$ cat src/rtl/sprite_dma_if.sv
`default_nettype none
// ============================================================================
//  Module      : sprite_dma_if
//  Description : Bundles the MMIO, main-memory read and sprite-RAM write
//                signals of the sprite-table DMA controller.
//  Revision    : 1.0 - initial release
// ============================================================================
interface sprite_dma_if;
  logic [15:0] adr;
  logic        memwrite;
  logic [15:0] writedata;
  logic [15:0] memdata;
  logic        vbright;
  logic        bus_req;
  logic        bus_grant;
  logic [15:0] rd_adr;
  logic        rd_en;
  logic [15:0] rd_data;
  logic        wr_en;
  logic [15:0] wr_adr;
  logic [15:0] wr_data;
  logic        busy;
  logic        done_irq;

  // DMA controller side
  modport slave (
    input  adr, memwrite, writedata, vbright, bus_grant, rd_data,
    output memdata, bus_req, rd_adr, rd_en, wr_en, wr_adr, wr_data, busy, done_irq
  );

  // Processor / arbiter / memory side
  modport master (
    output adr, memwrite, writedata, vbright, bus_grant, rd_data,
    input  memdata, bus_req, rd_adr, rd_en, wr_en, wr_adr, wr_data, busy, done_irq
  );
endinterface
`default_nettype wire

$ cat src/rtl/sprite_dma.sv
`default_nettype none
// ============================================================================
//  Module      : sprite_dma
//  Description : Copies a block of words from main memory into sprite RAM at
//                the start of vertical blank. Reads are issued only while the
//                arbiter grants the bus; each read is written one cycle later.
//  Revision    : 1.0 - initial release
// ============================================================================
module sprite_dma #(
  parameter logic [15:0] SRC_REG     = 16'h4383,
  parameter logic [15:0] LEN_REG     = 16'h4384,
  parameter logic [15:0] CTRL_REG    = 16'h4385,
  parameter logic [15:0] SPRITE_BASE = 16'h4000,
  parameter int unsigned MAX_LEN     = 512
) (
  input  logic        clk,
  input  logic        rst,
  sprite_dma_if.slave bus
);

  localparam logic [15:0] MAX_LEN_W = 16'(MAX_LEN);

  typedef enum logic [2:0] {
    S_IDLE  = 3'd0,
    S_ARMED = 3'd1,
    S_REQ   = 3'd2,
    S_COPY  = 3'd3,
    S_DRAIN = 3'd4
  } state_t;

  state_t      state_q, state_d;
  logic [15:0] src_q;
  logic [9:0]  len_q;
  logic [15:0] src_ptr_q, src_ptr_d;
  logic [9:0]  remaining_q, remaining_d;
  logic [9:0]  dst_off_q, dst_off_d;
  logic        done_q, done_d;
  logic        overrun_q, overrun_d;
  logic        done_irq_q, done_irq_d;
  logic        vbright_q;
  logic        wr_en_q;
  logic [15:0] memdata_q;

  logic ctrl_wr, ctrl_rd, start_req, abort_req;
  logic vb_fall, vb_rise, rd_fire, busy_w;

  assign ctrl_wr   = bus.memwrite && (bus.adr == CTRL_REG);
  assign ctrl_rd   = !bus.memwrite && (bus.adr == CTRL_REG);
  assign start_req = ctrl_wr && bus.writedata[0];
  assign abort_req = ctrl_wr && bus.writedata[1];
  assign vb_fall   = vbright_q && !bus.vbright;
  assign vb_rise   = !vbright_q && bus.vbright;
  assign busy_w    = (state_q != S_IDLE);

  // A read is withheld in the cycle an abort or overrun is seen so that only
  // already-issued reads produce writes.
  assign rd_fire = rst && (state_q == S_COPY) && bus.bus_grant && !vb_rise && !abort_req;

  // Next-state and datapath update for the transfer sequencer
  always_comb begin
    state_d     = state_q;
    src_ptr_d   = src_ptr_q;
    remaining_d = remaining_q;
    dst_off_d   = dst_off_q;
    done_d      = done_q;
    overrun_d   = overrun_q;
    done_irq_d  = 1'b0;

    if (ctrl_rd) begin
      done_d    = 1'b0;
      overrun_d = 1'b0;
    end
    if (wr_en_q) begin
      dst_off_d = dst_off_q + 10'd1;
    end

    case (state_q)
      S_IDLE: begin
        if (start_req && !abort_req) begin
          src_ptr_d   = src_q;
          remaining_d = len_q;
          dst_off_d   = 10'd0;
          overrun_d   = 1'b0;
          if (len_q == 10'd0) begin
            done_d     = 1'b1;
            done_irq_d = 1'b1;
          end else begin
            done_d  = 1'b0;
            state_d = S_ARMED;
          end
        end
      end
      S_ARMED: begin
        if (abort_req)    state_d = S_IDLE;
        else if (vb_fall) state_d = S_REQ;
      end
      S_REQ: begin
        if (abort_req) begin
          state_d = S_IDLE;
        end else if (vb_rise) begin
          state_d   = S_IDLE;
          overrun_d = 1'b1;
        end else if (bus.bus_grant) begin
          state_d = S_COPY;
        end
      end
      S_COPY: begin
        if (abort_req) begin
          state_d = S_IDLE;
        end else if (vb_rise) begin
          state_d   = S_IDLE;
          overrun_d = 1'b1;
        end else if (rd_fire) begin
          src_ptr_d   = src_ptr_q + 16'd1;
          remaining_d = remaining_q - 10'd1;
          if (remaining_q == 10'd1) state_d = S_DRAIN;
        end
      end
      S_DRAIN: begin
        // The final write is on the bus this cycle, so the transfer ends here.
        state_d = S_IDLE;
        if (!abort_req) begin
          done_d     = 1'b1;
          done_irq_d = 1'b1;
        end
      end
      default: state_d = S_IDLE;
    endcase
  end

  // Sequencer state and write-pipeline registers
  always_ff @(posedge clk) begin
    if (!rst) begin
      state_q     <= S_IDLE;
      src_ptr_q   <= 16'd0;
      remaining_q <= 10'd0;
      dst_off_q   <= 10'd0;
      done_q      <= 1'b0;
      overrun_q   <= 1'b0;
      done_irq_q  <= 1'b0;
      vbright_q   <= 1'b0;
      wr_en_q     <= 1'b0;
    end else begin
      state_q     <= state_d;
      src_ptr_q   <= src_ptr_d;
      remaining_q <= remaining_d;
      dst_off_q   <= dst_off_d;
      done_q      <= done_d;
      overrun_q   <= overrun_d;
      done_irq_q  <= done_irq_d;
      vbright_q   <= bus.vbright;
      wr_en_q     <= rd_fire;
    end
  end

  // Processor-visible configuration registers and registered read port
  always_ff @(posedge clk) begin
    if (!rst) begin
      src_q     <= 16'd0;
      len_q     <= 10'd0;
      memdata_q <= 16'd0;
    end else begin
      if (bus.memwrite && (bus.adr == SRC_REG)) src_q <= bus.writedata;
      if (bus.memwrite && (bus.adr == LEN_REG)) begin
        len_q <= (bus.writedata > MAX_LEN_W) ? MAX_LEN_W[9:0] : bus.writedata[9:0];
      end
      if (bus.adr == SRC_REG)       memdata_q <= src_q;
      else if (bus.adr == LEN_REG)  memdata_q <= {6'd0, len_q};
      else if (bus.adr == CTRL_REG) memdata_q <= {busy_w, (state_q == S_ARMED), done_q,
                                                  overrun_q, 2'b00, remaining_q};
      else                          memdata_q <= 16'd0;
    end
  end

  // Strobes are qualified with reset so a reset takes hold within its own cycle.
  assign bus.memdata  = memdata_q;
  assign bus.bus_req  = rst && ((state_q == S_REQ) || (state_q == S_COPY));
  assign bus.rd_en    = rd_fire;
  assign bus.rd_adr   = src_ptr_q;
  assign bus.wr_en    = rst && wr_en_q;
  assign bus.wr_adr   = wr_en_q ? (SPRITE_BASE + {6'd0, dst_off_q}) : 16'd0;
  assign bus.wr_data  = wr_en_q ? bus.rd_data : 16'd0;
  assign bus.busy     = rst && busy_w;
  assign bus.done_irq = done_irq_q;

endmodule
`default_nettype wire

$ cat src/flat_wrapper.sv
// flat-port wrapper written by rule: the top's interface ports become plain ports
module sprite_dma_flat 
#(
  parameter logic [15:0] SRC_REG     = 16'h4383,
  parameter logic [15:0] LEN_REG     = 16'h4384,
  parameter logic [15:0] CTRL_REG    = 16'h4385,
  parameter logic [15:0] SPRITE_BASE = 16'h4000,
  parameter int unsigned MAX_LEN     = 512
)
  (clk, rst, bus_adr, bus_memwrite, bus_writedata, bus_vbright, bus_bus_grant, bus_rd_data, bus_memdata, bus_bus_req, bus_rd_adr, bus_rd_en, bus_wr_en, bus_wr_adr, bus_wr_data, bus_busy, bus_done_irq);
  sprite_dma_if bus_i ();
  input  logic clk;
  input  logic rst;
  input wire logic [$bits(bus_i.adr)-1:0] bus_adr;
  input wire logic [$bits(bus_i.memwrite)-1:0] bus_memwrite;
  input wire logic [$bits(bus_i.writedata)-1:0] bus_writedata;
  input wire logic [$bits(bus_i.vbright)-1:0] bus_vbright;
  input wire logic [$bits(bus_i.bus_grant)-1:0] bus_bus_grant;
  input wire logic [$bits(bus_i.rd_data)-1:0] bus_rd_data;
  output wire logic [$bits(bus_i.memdata)-1:0] bus_memdata;
  output wire logic [$bits(bus_i.bus_req)-1:0] bus_bus_req;
  output wire logic [$bits(bus_i.rd_adr)-1:0] bus_rd_adr;
  output wire logic [$bits(bus_i.rd_en)-1:0] bus_rd_en;
  output wire logic [$bits(bus_i.wr_en)-1:0] bus_wr_en;
  output wire logic [$bits(bus_i.wr_adr)-1:0] bus_wr_adr;
  output wire logic [$bits(bus_i.wr_data)-1:0] bus_wr_data;
  output wire logic [$bits(bus_i.busy)-1:0] bus_busy;
  output wire logic [$bits(bus_i.done_irq)-1:0] bus_done_irq;
  assign bus_i.adr = bus_adr;
  assign bus_i.memwrite = bus_memwrite;
  assign bus_i.writedata = bus_writedata;
  assign bus_i.vbright = bus_vbright;
  assign bus_i.bus_grant = bus_bus_grant;
  assign bus_i.rd_data = bus_rd_data;
  assign bus_memdata = bus_i.memdata;
  assign bus_bus_req = bus_i.bus_req;
  assign bus_rd_adr = bus_i.rd_adr;
  assign bus_rd_en = bus_i.rd_en;
  assign bus_wr_en = bus_i.wr_en;
  assign bus_wr_adr = bus_i.wr_adr;
  assign bus_wr_data = bus_i.wr_data;
  assign bus_busy = bus_i.busy;
  assign bus_done_irq = bus_i.done_irq;
  sprite_dma #(.SRC_REG(SRC_REG), .LEN_REG(LEN_REG), .CTRL_REG(CTRL_REG), .SPRITE_BASE(SPRITE_BASE), .MAX_LEN(MAX_LEN)) u_core (.clk(clk), .rst(rst), .bus(bus_i));
endmodule
$ cat config.mk
export PLATFORM = sky130hd
export DESIGN_NAME = sprite_dma_flat
export DESIGN_NICKNAME = d
export VERILOG_FILES = /design/src/rtl/sprite_dma_if.sv /design/src/rtl/sprite_dma.sv /design/src/flat_wrapper.sv
export SDC_FILE = /design/constraint.sdc
export NUM_CORES = 1
export LEC_CHECK = 0
export BUFFER_PORTS_ARGS = -buffer_cell sky130_fd_sc_hd__buf_4
export CORE_AREA = 2 2 101 103
export CTS_CLUSTER_DIAMETER = 150
export DETAILED_ROUTE_END_ITERATION = 6
export DIE_AREA = 0 0 103 105
export MAX_ROUTING_LAYER = met4
export PLACE_DENSITY = 0.86
export SLEW_MARGIN = 20
export SYNTH_ARGS = -nofsm -noshare
export SYNTH_HDL_FRONTEND = slang
export SYNTH_SLANG_ARGS = --single-unit
$ cat constraint.sdc
create_clock -name clk -period 1.95 [get_ports clk]
set_input_delay 0.195 -clock clk [delete_from_list [all_inputs] [get_ports clk]]
set_output_delay 0.195 -clock clk [all_outputs]
set_load 0.02 [all_outputs]
# Yosys cells after proc, flatten, opt, wreduce, memory -nomap -nowiden
# Cells that the tools add are included.
# Widths: inputs -> output; s select.
# totals
reg_bits	86
input_bits	53
out_inout_bits	69
word_cells	107
# classes
n_addsub	4
magnitude_cmp	1
eq_ne	17
n_mux	44
reduce_logical	29
# op_table
op	n
$mux 16	9
$mux 10	8
$eq 16x15->1 const B	3
$mux 3	11
$pmux 16 s2	1
$pmux 10 s2	1
$add 15x10->16 const A	1
$add 16x1->16 const B	1
$gt 16x10->1 const B	1
$logic_and 1x1->1	16
$pmux 3 s4	1
$add 10x1->10 const B	1
$eq 10x1->1 const B	1
$logic_not 10->1	1
$mux 1	10
$sub 10x1->10 const B	1
$ne 2x2->1 const B	4
$ne 4x2->1 const B	2
$eq 3x2->1 const B	2
$pmux 1 s2	3
$reduce_and 6->1	1
$logic_not 1->1	5
$reduce_and 5->1	1
$ne 4x1->1 const B	1
9 further kinds	9

# Longest topological paths before layout
# Gate-level depths: netlist of run 1.
# depth
depth_word	9
mapped_depth	9
depth_no_buf	7

# Least setup slack after synthesis of run 1
# No wires, ideal clock.
# synth_path
kind	reg-to-reg
from	reg u_core.state_q[0]
to	reg u_core.src_ptr_q[0] (netlist: u_core.bus.rd_adr[0])
setup_ns	0.120
arrival_ns	1.891
required_ns	1.830
slack_ns	-0.061
path_stages_with_launch	7
path_buffers	2
period_less_slack_ns	2.011
cell_sequence	dfxtp_1 clkbuf_1 or3_1 or4_1 buf_2 and3_1 o31a_1
# synth_via
elab_chain_cells	7
word_cells_on_any_way	13
cone_classes	eq/ne (5); mux (1); reduce/logical (7)
# synth_lines
item	line_no	rtl
start: declaration	sprite_dma.sv:31	state_t state_q, state_d;
start signal: assignment	sprite_dma.sv:144	state_q <= state_d;
$eq 3x2->1	sprite_dma.sv:57, sprite_dma.sv:77	
$logic_and 1x1->1 (4 in a row)	sprite_dma.sv:57	assign rd_fire = rst && (state_q == S_COPY) && bus.bus_grant && !vb_rise && !abort_req;
$ne 2x2->1 (no source line)	n/a	
$reduce_and 5->1 (no source line)	n/a	
end signal: assignment	sprite_dma.sv:145	src_ptr_q <= src_ptr_d;
end: declaration	sprite_dma.sv:34	logic [15:0] src_ptr_q, src_ptr_d;
# Several ways; a longest one is shown, not always the timed one.
# A chain may end at the register's enable or synchronous reset.

# Final worst setup path of run 1
# layout_path
from	reg u_core.state_q[2]
to	reg u_core.src_ptr_q[5] (netlist: u_core.bus.rd_adr[5])
# Same word-level chain as after synthesis.

==> qor.yml, run 1 <==
worst_setup_path:
  cp_data_arrival_time_ns: 2.18
  crit_chain: "or3_4, or4_4, buf_12, a22oi_1, o221a_2"
  max_stage_delay_ns: 0.54
  slowest_stage: "or4_4"
  critPathKind: "register to register"
  cp_max_fo: 14
  cp-end-kind: "register"
  cp_top_family: "simple AND/OR/NAND/NOR gates"
  start_kind: "register"
  cp.required_ns: 2.25
  crit_buf_inv: 1
route:
  wire_per_inst_um: 16.6
  drt_iter0_drc: 363
  drtAntennaViolNets: 0
  via_count: 4899
  first_pass_iters: 6
  drc_errors: 0
  routed_wl_mm: 13.9
  viasPerCell: 5.86
synth:
  synth.distinct_cells: 58
  synth_edf_count: 0
  yosys_warnings: 0
  syn_inst: 565
  synth.largest_area_cell: "dfxtp_1"
  yosysSeqAreaShare: 0.379
  synthArstFlopShare: 0
  synth_top_area_share: 0.379
  synth_ff_type: "dfxtp_1"
  synth-seq-cells: 86
  yosys-top-cells-area: "dfxtp_1 38%, nand2_1 6.1%, nor2_1 5.4%, a21oi_1 4.7%, mux2i_1 4.6%"
  syn_area_um2: 4540
  syn_area_per_cell_um2: 8.04
pwr:
  p_leak_uw: 0.00243
  power_density_nw_per_um2: 539
  vdd_drop_max_mv: 0.512
  power_uw: 3250
floorplan:
  coreArea_um2: 9640
  die-width_um: 103
  rows: 36
  initial_core_util: 0.471
  ioPinCount: 122
  die_area_um2: 10800
  dieHeight_um: 105
grt:
  antenna_found_initial: 0
  grt_max_degree: 54
  grt_pass1_vias: 4598
  track_usage: 0.263
  grt_pass1_wl_mm: 22.1
  grt_overflow: 0
place:
  placed_area_um2: 5790
  numPortBuffers: 116
  gp_congestion: 0.984
  dp.cells: 820
  dp_hpwl_mm: 10.3
timing:
  tightest_slew_ns: 0.543
  slew_headroom: 0.634
  fmax_mhz: 531
  finalSetupViolations: 0
  drv_slew: 0
  finalHoldViolations: 0
  fin_crit_ns: 1.88
  skew_ns: 0.0117
  period_share: 0.966
status:
  outcome: "finished, final reports clean"
finish:
  drive_gt1_frac: 0.282
  area_growth_pct: 32.6
  fillCellCount: 862
  layout_commonest_cell: "buf_4"
  final_cell_area_um2: 6030
  nNetsFinal: 756
  multi_input_area_um2: 2630
  antenna_cells: 0
  layout_common_cells: "156 x buf_4, 85 x dfxtp_1, 74 x nand2_1"
  final_cells: 836
  seqCellArea_um2: 1720
clock_tree:
  clk_latency_ns: 0.35
  cts_setup_buffers: 0
  clock_path_buffers: 2
  cts-htree-levels: 3
  cts_tree: "done"
  cts_buffers: 9
  clkTransAtPathRegs_ns: 0.09
  root_buffer: "clkbuf_8"
  cts.sinks: 86
hold_path:
  hold_path.class: "primary input to register"
run:
  cap_violations: 0
[state kept, by name (all words and copies together), names as in the netlist]
| name | count |
|---|---|
| u_core.bus.done_irq | 1 |
| u_core.bus.memdata | 16 |
| u_core.bus.rd_adr | 16 |
| u_core.done_q | 1 |
| u_core.dst_off_q | 10 |
| u_core.len_q | 10 |
| u_core.overrun_q | 1 |
| u_core.remaining_q | 10 |
| u_core.src_q | 16 |
| u_core.state_q | 3 |
| u_core.vbright_q | 1 |
| u_core.wr_en_q | 1 |
[path summary, 6_finish.rpt]
| kind | from | end | slack (ns) | depth (start not counted) |
|---|---|---|---|---|
| setup reg to reg | u_core.state_q[2] | u_core.bus.rd_adr[5] | 0.07 | 5 |
| hold reg to reg | u_core.len_q[8] | u_core.len_q[8] | 0.50 | 2 |
| setup / recovery | u_core.state_q[2] | u_core.bus.rd_adr[5] | 0.07 | 5 |
| hold / removal | bus_vbright | u_core.vbright_q | 0.09 | 2 |
[cells by family (layout without fill, tap and decap cells)]
logic type                 after synthesis  count (layout)  share of synthesized area
other                                    1               5                   0.000825
adders and majority gates                5               5                     0.0138
buffers and inverters                   54             188                     0.0532
AOI/OAI and AO/OA                      119             119                      0.180
muxes                                   22              22                     0.0487
DFF                                     86              86                      0.379
and+or+nand+nor                        270             270                      0.309
xor gates and xnor gates                 8               8                     0.0154
[cells in the mapped netlist (2+ instances only)]
cell	instances
dfxtp_1	86
nand2_1	74
nor2_1	65
a21oi_1	43
and2_1	28
clkbuf_1	23
nand3_1	23
mux2i_1	21
o32ai_1	15
and3_1	12
inv_1	12
nor4_1	12
a22oi_1	11
nor3_1	11
buf_2	10
o22ai_1	9
a222oi_1	8
buf_4	7
o21ai_0	7
xor2_1	7
nand2b_1	6
nor2b_1	6
ha_1	5
nand4_1	5
a31oi_1	4
a32oi_1	4
and4_1	4
or3_1	4
nand3b_1	3
o31a_1	3
a31o_2	2
buf_1	2
nor3_2	2
nor3b_1	2
nor4_2	2
nor4bb_1	2
o211ai_1	2
o221a_2	2
o31ai_1	2
[per-stage QoR]
step | utilization | hold WS, ns | TNS (ns) | setup WS (ns)
after floorplan | - | 0.317 | 0 | 0.0182
after global placement | 0.601 | 0.428 | -0.257 | -0.0360
after detailed placement | 0.601 | 0.436 | -1.56 | -0.0843
after CTS | 0.622 | 0.0711 | 0 | 0.0749
after global routing | 0.625 | 0.0825 | -0.00961 | -0.00961
final | 0.625 | 0.0881 | 0 | 0.0662
[repair_timing]
| action | 4_1_cts | 5_1_grt |
|---|---|---|
| hold buffers | 0 | 0 |
| endpoints found under the setup margin | 0 | 12 |
| resized for setup | 0 | 5 |
[per-layer routing]
metal / vias up / track usage / share of wire
met1: 2282 / 0.318 / 0.40
met5: - / - / 0
met3: 32 / 0.0455 / 0.086
met4: 0 / 0.0846 / 0.027
met2: 286 / 0.439 / 0.49
li1: 2299 / - / -
[cell type report]
class | instances | share of cell area
multi-input combinational | 429 | 0.437
sequential | 86 | 0.286
timing repair buffer | 160 | 0.208
tap | 133 | 0.0276
clock buffer | 10 | 0.0228
clock inverter | 6 | 0.0112
inverter | 12 | 0.00810
[power by group]
part	switching, uW	internal [uW]
Clock	672	635
Combinational	97.7	89.1
Sequential	0.568	1760
Total	770	2480
Note: power is estimated with default switching activity, not from simulation.
==> inputs of run 2 (changes only) <==
ABC_AREA = 1   (was unset)
CORE_AREA = 2 2 97 99   (was 2 2 101 103)
DIE_AREA = 0 0 99 101   (was 0 0 103 105)
GPL_TIMING_DRIVEN = 0   (was unset)
PLACE_DENSITY = 0.9   (was 0.86)
clock period = 1.92 ns   (was 1.95 ns; I/O delays follow)
==> run 2 against run 1 <==
Net effect: synthesized cell count increased by 25%; routed wire length decreased by 8.4%; sequential power increased by 4%; register-to-register slack improved by 0.12 ns; clock skew decreased by 0.0055 ns; cell count increased by 14%; setup slack improved by 0.087 ns; worst hold slack got worse by 0.056 ns; via count increased by 0.98%; non-clock buffer count decreased by 10; die area decreased by 7.5%; clock-buffer cell count unchanged; critical endpoint is now bus_rd_en; largest cell class unchanged; highest routed layer unchanged.
==> qor.yml, run 2 <==
clock_tree:
  clock_path_buffers: 2
  clkTransAtPathRegs_ns: 0.09
  cts.sinks: 86
  root_buffer: "clkbuf_8"
  ctsHoldBuffers: 0
  cts_setup_buffers: 0
  cts.repair.resized: 1
  cts_tree: "done"
  cts-htree-levels: 3
  cts_buffers: 9
  clk_latency_ns: 0.36
finish:
  multi_input_area_um2: 2290
  nNetsFinal: 894
  drive_gt1_frac: 0.209
  layout_common_cells: "121 x nand2_1, 121 x buf_4, 117 x inv_1"
  area_growth_pct: 27.2
  antenna_cells: 0
  final_core_util: 0.661
  seqCellArea_um2: 1720
  fillCellCount: 778
timing:
  slew_headroom: 0.582
  fin_tns_setup_ns: 0
  finalHoldViolations: 0
  drv_slew: 0
  finalSetupViolations: 0
  fin_crit_ns: 1.77
  period_share: 0.920
  tightest_slew_ns: 0.627
  skew_ns: 0.00618
  rsz0062_at_grt: "false"
  fmax_mhz: 566
grt:
  track_usage: 0.268
  antenna_found_initial: 0
  grt_pass1_wl_mm: 20.9
  grt_use_met1: 0.343
  grt_pass1_vias: 4429
  met2_usage: 0.423
  grt_max_degree: 16
  globalRoute.busiestLayer: "met2"
  grt_overflow: 0
  grt_util_met3: 0.0569
worst_setup_path:
  critPathKind: "register to output pin"
  cp-end-kind: "output pin"
  crit_chain: "inv_2, nor2_1, nand2_2, nor3_4, nand2_4, inv_1, buf_4"
  start_kind: "register"
  cp_top_family: "simple AND/OR/NAND/NOR gates"
  cp_max_fo: 5
  crit_buf_inv: 3
  slowest_stage: "dfxtp_1"
  cp_data_arrival_time_ns: 1.57
  cp.required_ns: 1.73
  max_stage_delay_ns: 0.37
route:
  wire_per_inst_um: 13.4
  routed_wl_mm: 12.7
  drtAntennaViolNets: 0
  viasPerCell: 5.20
  drt_iter0_drc: 456
  via_count: 4947
  drc_errors: 0
  first_pass_iters: 5
synth:
  synth_top_area_share: 0.369
  synth_most_common_cell: "nand2_1"
  synth_edf_count: 0
  syn_area_per_cell_um2: 6.61
  syn_inst: 706
  synth.distinct_cells: 41
  synthArstFlopShare: 0
  yosys-top-cells-area: "dfxtp_1 37%, nand2_1 9.8%, inv_1 9.4%, nor2_1 9.0%, o21ai_0 7.1%"
  yosysSeqAreaShare: 0.369
  ys_top_cells_by_count: "122 x nand2_1, 117 x inv_1, 112 x nor2_1"
  syn_area_um2: 4660
  synth.largest_area_cell: "dfxtp_1"
  synth-seq-cells: 86
  yosys_warnings: 0
  synth_ff_type: "dfxtp_1"
floorplan:
  dieHeight_um: 101
  die-width_um: 99
  coreArea_um2: 8980
  rows: 35
  ioPinCount: 122
  initial_core_util: 0.519
  die_area_um2: 10000
place:
  dp_hpwl_mm: 9.78
  gp_congestion: 0.951
  numPortBuffers: 115
pwr:
  power_density_nw_per_um2: 632
  vdd_drop_max_mv: 0.395
  p_leak_uw: 0.00297
hold_path:
  hold_path.class: "primary input to register"
status:
  outcome: "finished, final reports clean"
run:
  cap_violations: 0
-- run 2: changes by cell type in the layout (fill, tap and decap cells not counted), moves of 28 or more --
| cell | change |
|---|---|
| and2_1 | -28 |
| nand2_1 | +47 |
| o21ai_0 | +59 |
| inv_1 | +106 |
| buf_4 | -35 |
| nor2_1 | +46 |
-- run 2: final cells by class --
cell class              count  area share
plain buffers              35      0.0373
clock buffers              10      0.0232
clock inverters             6      0.0156
inverters                 120      0.0781
multi-input cells         469       0.386
flip-flops and latches     86       0.290
well taps                 111      0.0234
repair buffers            115       0.146
-- run 2: report_power, final --
group / leakage [uW] / switching [uW] / internal (uW) / total [uW]
combinational: 0.00216 / 271 / 180 / 451
clock: 0.000110 / 689 / 777 / 1470
sequential: 0.000693 / 25.5 / 1810 / 1830
-- run 2: worst reg2reg max path, cell delays in order, from the launching register on --
cell and delay [ns]:
dfxtp_1 0.36, nor2_1 0.17, inv_1 0.06, nor2_1 0.30
nand4_4 0.23, nand2_8 0.16, buf_6 0.16, nand3_1 0.08
nand2_1 0.06, nor2_1 0.05
-- run 2: path summary, 6_finish.rpt --
| check | from | end | slack, ns | depth (start not counted) |
|---|---|---|---|---|
| max | u_core.state_q[1] | bus_rd_en | 0.15 | 7 |
| min | bus_vbright | u_core.vbright_q | 0.03 | 3 |
| max reg2reg | u_core.state_q[0] | u_core.bus.rd_adr[12] | 0.19 | 9 |
| min reg2reg | u_core.len_q[6] | u_core.len_q[6] | 0.47 | 2 |
-- run 2: per-stage QoR --
| stage | hold slack, ns | power (uW) | area (um2) | std cells | worst slack, ns |
|---|---|---|---|---|---|
| floorplan | 0.285 | 2130 | 4680 | 710 | 0.264 |
| global placement | 0.395 | 2300 | 5680 | 936 | 0.174 |
| detailed placement | 0.403 | 2310 | 5680 | 936 | 0.179 |
| CTS | 0.0213 | 3750 | 5910 | 952 | 0.0300 |
| global route | 0.0350 | 3900 | 5930 | 952 | 0.0274 |
| finish | 0.0319 | 3750 | 5930 | 952 | 0.154 |
-- run 2: cells by family (layout without fill, tap and decap cells) --
group | count (synthesis) | after routing | synth area share
adders and majority gates | 5 | 5 | 0.0134
buffers and inverters | 155 | 286 | 0.146
DFF | 86 | 86 | 0.369
xor gates and xnor gates | 10 | 10 | 0.0188
other | 1 | 5 | 0.000804
AOI/OAI and AO/OA | 134 | 134 | 0.152
and+or+nand+nor | 315 | 315 | 0.299
-- run 2: per-layer routing --
layer,wire (um),vias up,share of wire
met3,1150,26,0.090
met5,0,-,0
met4,297,0,0.023
met2,5870,228,0.46
li1,-,2501,-
met1,5420,2192,0.43
==> inputs of run 3 (changes only) <==
CORE_AREA = 2 2 96 98   (was 2 2 97 99)
CTS_BUF_LIST = sky130_fd_sc_hd__clkbuf_8   (was unset)
DIE_AREA = 0 0 98 100   (was 0 0 99 101)
PLACE_DENSITY = 0.92   (was 0.9)
==> run 3 against run 2 <==
Net effect: non-clock buffer count unchanged; critical endpoint is now bus_wr_adr[7]; largest cell class unchanged; critical path depth down 2; sequential share of layout area up 0.13 points; register-to-register slack better by 0.06 ns; largest power group unchanged.
==> qor.yml, run 3 (synthesis gave the netlist of run 2 again) <==
clock_tree:
  cts.sinks: 86
  clkTransAtPathRegs_ns: 0.10
  cts-htree-levels: 3
  cts_setup_buffers: 0
  ctsHoldBuffers: 0
  clock_path_buffers: 2
  clk_latency_ns: 0.38
  root_buffer: "clkbuf_8"
  cts_tree: "done"
  cts_buffers: 9
finish:
  layout_common_cells: "121 x nand2_1, 121 x buf_4, 117 x inv_1"
  antenna_cells: 0
  nNetsFinal: 894
  drive_gt1_frac: 0.213
  area_growth_pct: 26.6
pwr:
  power_density_nw_per_um2: 606
  p_leak_uw: 0.00296
  power_frac_comb: 0.128
  vdd_drop_max_mv: 0.373
  p_sw_uw: 1080
  swShare: 0.301
  seqPwrFrac: 0.513
  p_clk_frac: 0.360
  p_int_uw: 2500
floorplan:
  rows: 35
  ioPinCount: 122
  dieHeight_um: 100
  coreArea_um2: 8890
  die_area_um2: 9800
  initial_core_util: 0.525
  die-width_um: 98
route:
  drc_errors: 0
  drt_iter0_drc: 430
  top_layer_used: "met4"
  wire_per_inst_um: 13.5
  viasPerCell: 5.26
  drtAntennaViolNets: 0
  first_pass_iters: 5
  routed_wl_mm: 12.9
  drt-met1-wl_mm: 5.38
  wl_met2_mm: 5.85
  via_count: 5003
  wl_met3_mm: 1.05
timing:
  setup_slack_ns: 0.195
  fmax_mhz: 580
  finalHoldViolations: 0
  fin_crit_ns: 1.73
  period_share: 0.899
  tightest_slew_ns: 0.562
  skew_ns: 0.0140
  drv_slew: 0
  fin_tns_setup_ns: 0
  finalSetupViolations: 0
  slew_headroom: 0.625
  rsz0062_at_grt: "false"
worst_setup_path:
  start_kind: "register"
  cp.required_ns: 1.73
  critPathKind: "register to output pin"
  r2r_start: "u_core.state_q[0]"
  max_stage_delay_ns: 0.40
  crit_cells: 5
  cp_top_family: "buffers and inverters"
  r2r_cells: 9
  critPathLaunch: "u_core.wr_en_q"
  crit_buf_inv: 4
  cpMostUsedCell: "clkbuf_2"
  cp-end-kind: "output pin"
  cp_max_fo: 10
  crit_chain: "clkbuf_2, clkbuf_2, nand2_1, inv_1, buf_4"
  slowest_stage: "dfxtp_1"
  cp_data_arrival_time_ns: 1.53
place:
  pre_cts_slack_ns: 0.165
  gp_congestion: 0.968
  dp_hpwl_mm: 9.76
  numPortBuffers: 115
grt:
  grt_pass1_vias: 4561
  grt_pass1_wl_mm: 20.6
  antenna_found_initial: 0
  grt_overflow: 0
  track_usage: 0.267
  grt_max_degree: 19
run:
  cap_violations: 0
status:
  outcome: "finished, final reports clean"
hold_path:
  hold_start: "bus_vbright"
  hold_path.class: "primary input to register"
  holdPathStages: 3
## run 3: cell count changes in the layout (fill, tap and decap cells not counted), moves of 2 or more
cell        previous run  this run
clkinvlp_4             2         0
bufinv_16              2         0
inv_8                  1         4
clkinv_4               1         3
nor2_1               111       109
## run 3: through the flow
step	hold WS [ns]	instance area [um2]	utilization	std cells	power (uW)
after CTS	0.0118	5870	0.661	952	3560
after global routing	0.0178	5900	0.664	952	3710
after global placement	0.391	5680	0.639	936	2310
after detailed placement	0.395	5680	0.639	936	2310
final	0.0179	5900	0.664	952	3580
after floorplan	0.285	4680	-	710	2130
## run 3: routing by layer
metal  vias to the layer above  track usage
met5                         -            -
li1                       2477            -
met1                      2219        0.314
met3                        53       0.0606
met4                         0        0.129
met2                       254        0.436
## run 3: worst paths after layout
path,to,slack (ns)
min,u_core.vbright_q,0.02
min reg2reg,u_core.len_q[2],0.47
max reg2reg,u_core.remaining_q[4],0.25
max,bus_wr_adr[7],0.19
## run 3: area by class of cell
type / count / area [um2]
fill: 781 / 2990
timing repair buffer: 115 / 863
sequential: 86 / 1720
tap: 111 / 139
clock inverter: 7 / 68.8
inverter: 120 / 463
multi-input combinational: 469 / 2300
buffer: 35 / 223
clock buffer: 9 / 124
## run 3: power by group through the flow
stage | logic (uW) | registers [uW] | clock network (uW)
2_1_floorplan | 255 | 1870 | 0
3_3_place_gp | 434 | 1870 | 0
3_5_place_dp | 441 | 1870 | 0
4_1_cts | 443 | 1830 | 1280
5_1_grt | 512 | 1840 | 1360
6_report | 457 | 1830 | 1290
## run 3: timing repair
action / CTS / global route
hold endpoints to repair: 0 / 0
cloned: 0 / 0
endpoints found under the setup margin: 20 / 31
gates resized for setup: 1 / 12
## run 3: worst min-delay path, stage by stage
cell     delay (ns)
buf_4          0.09
nand2_1        0.04
inv_1          0.04
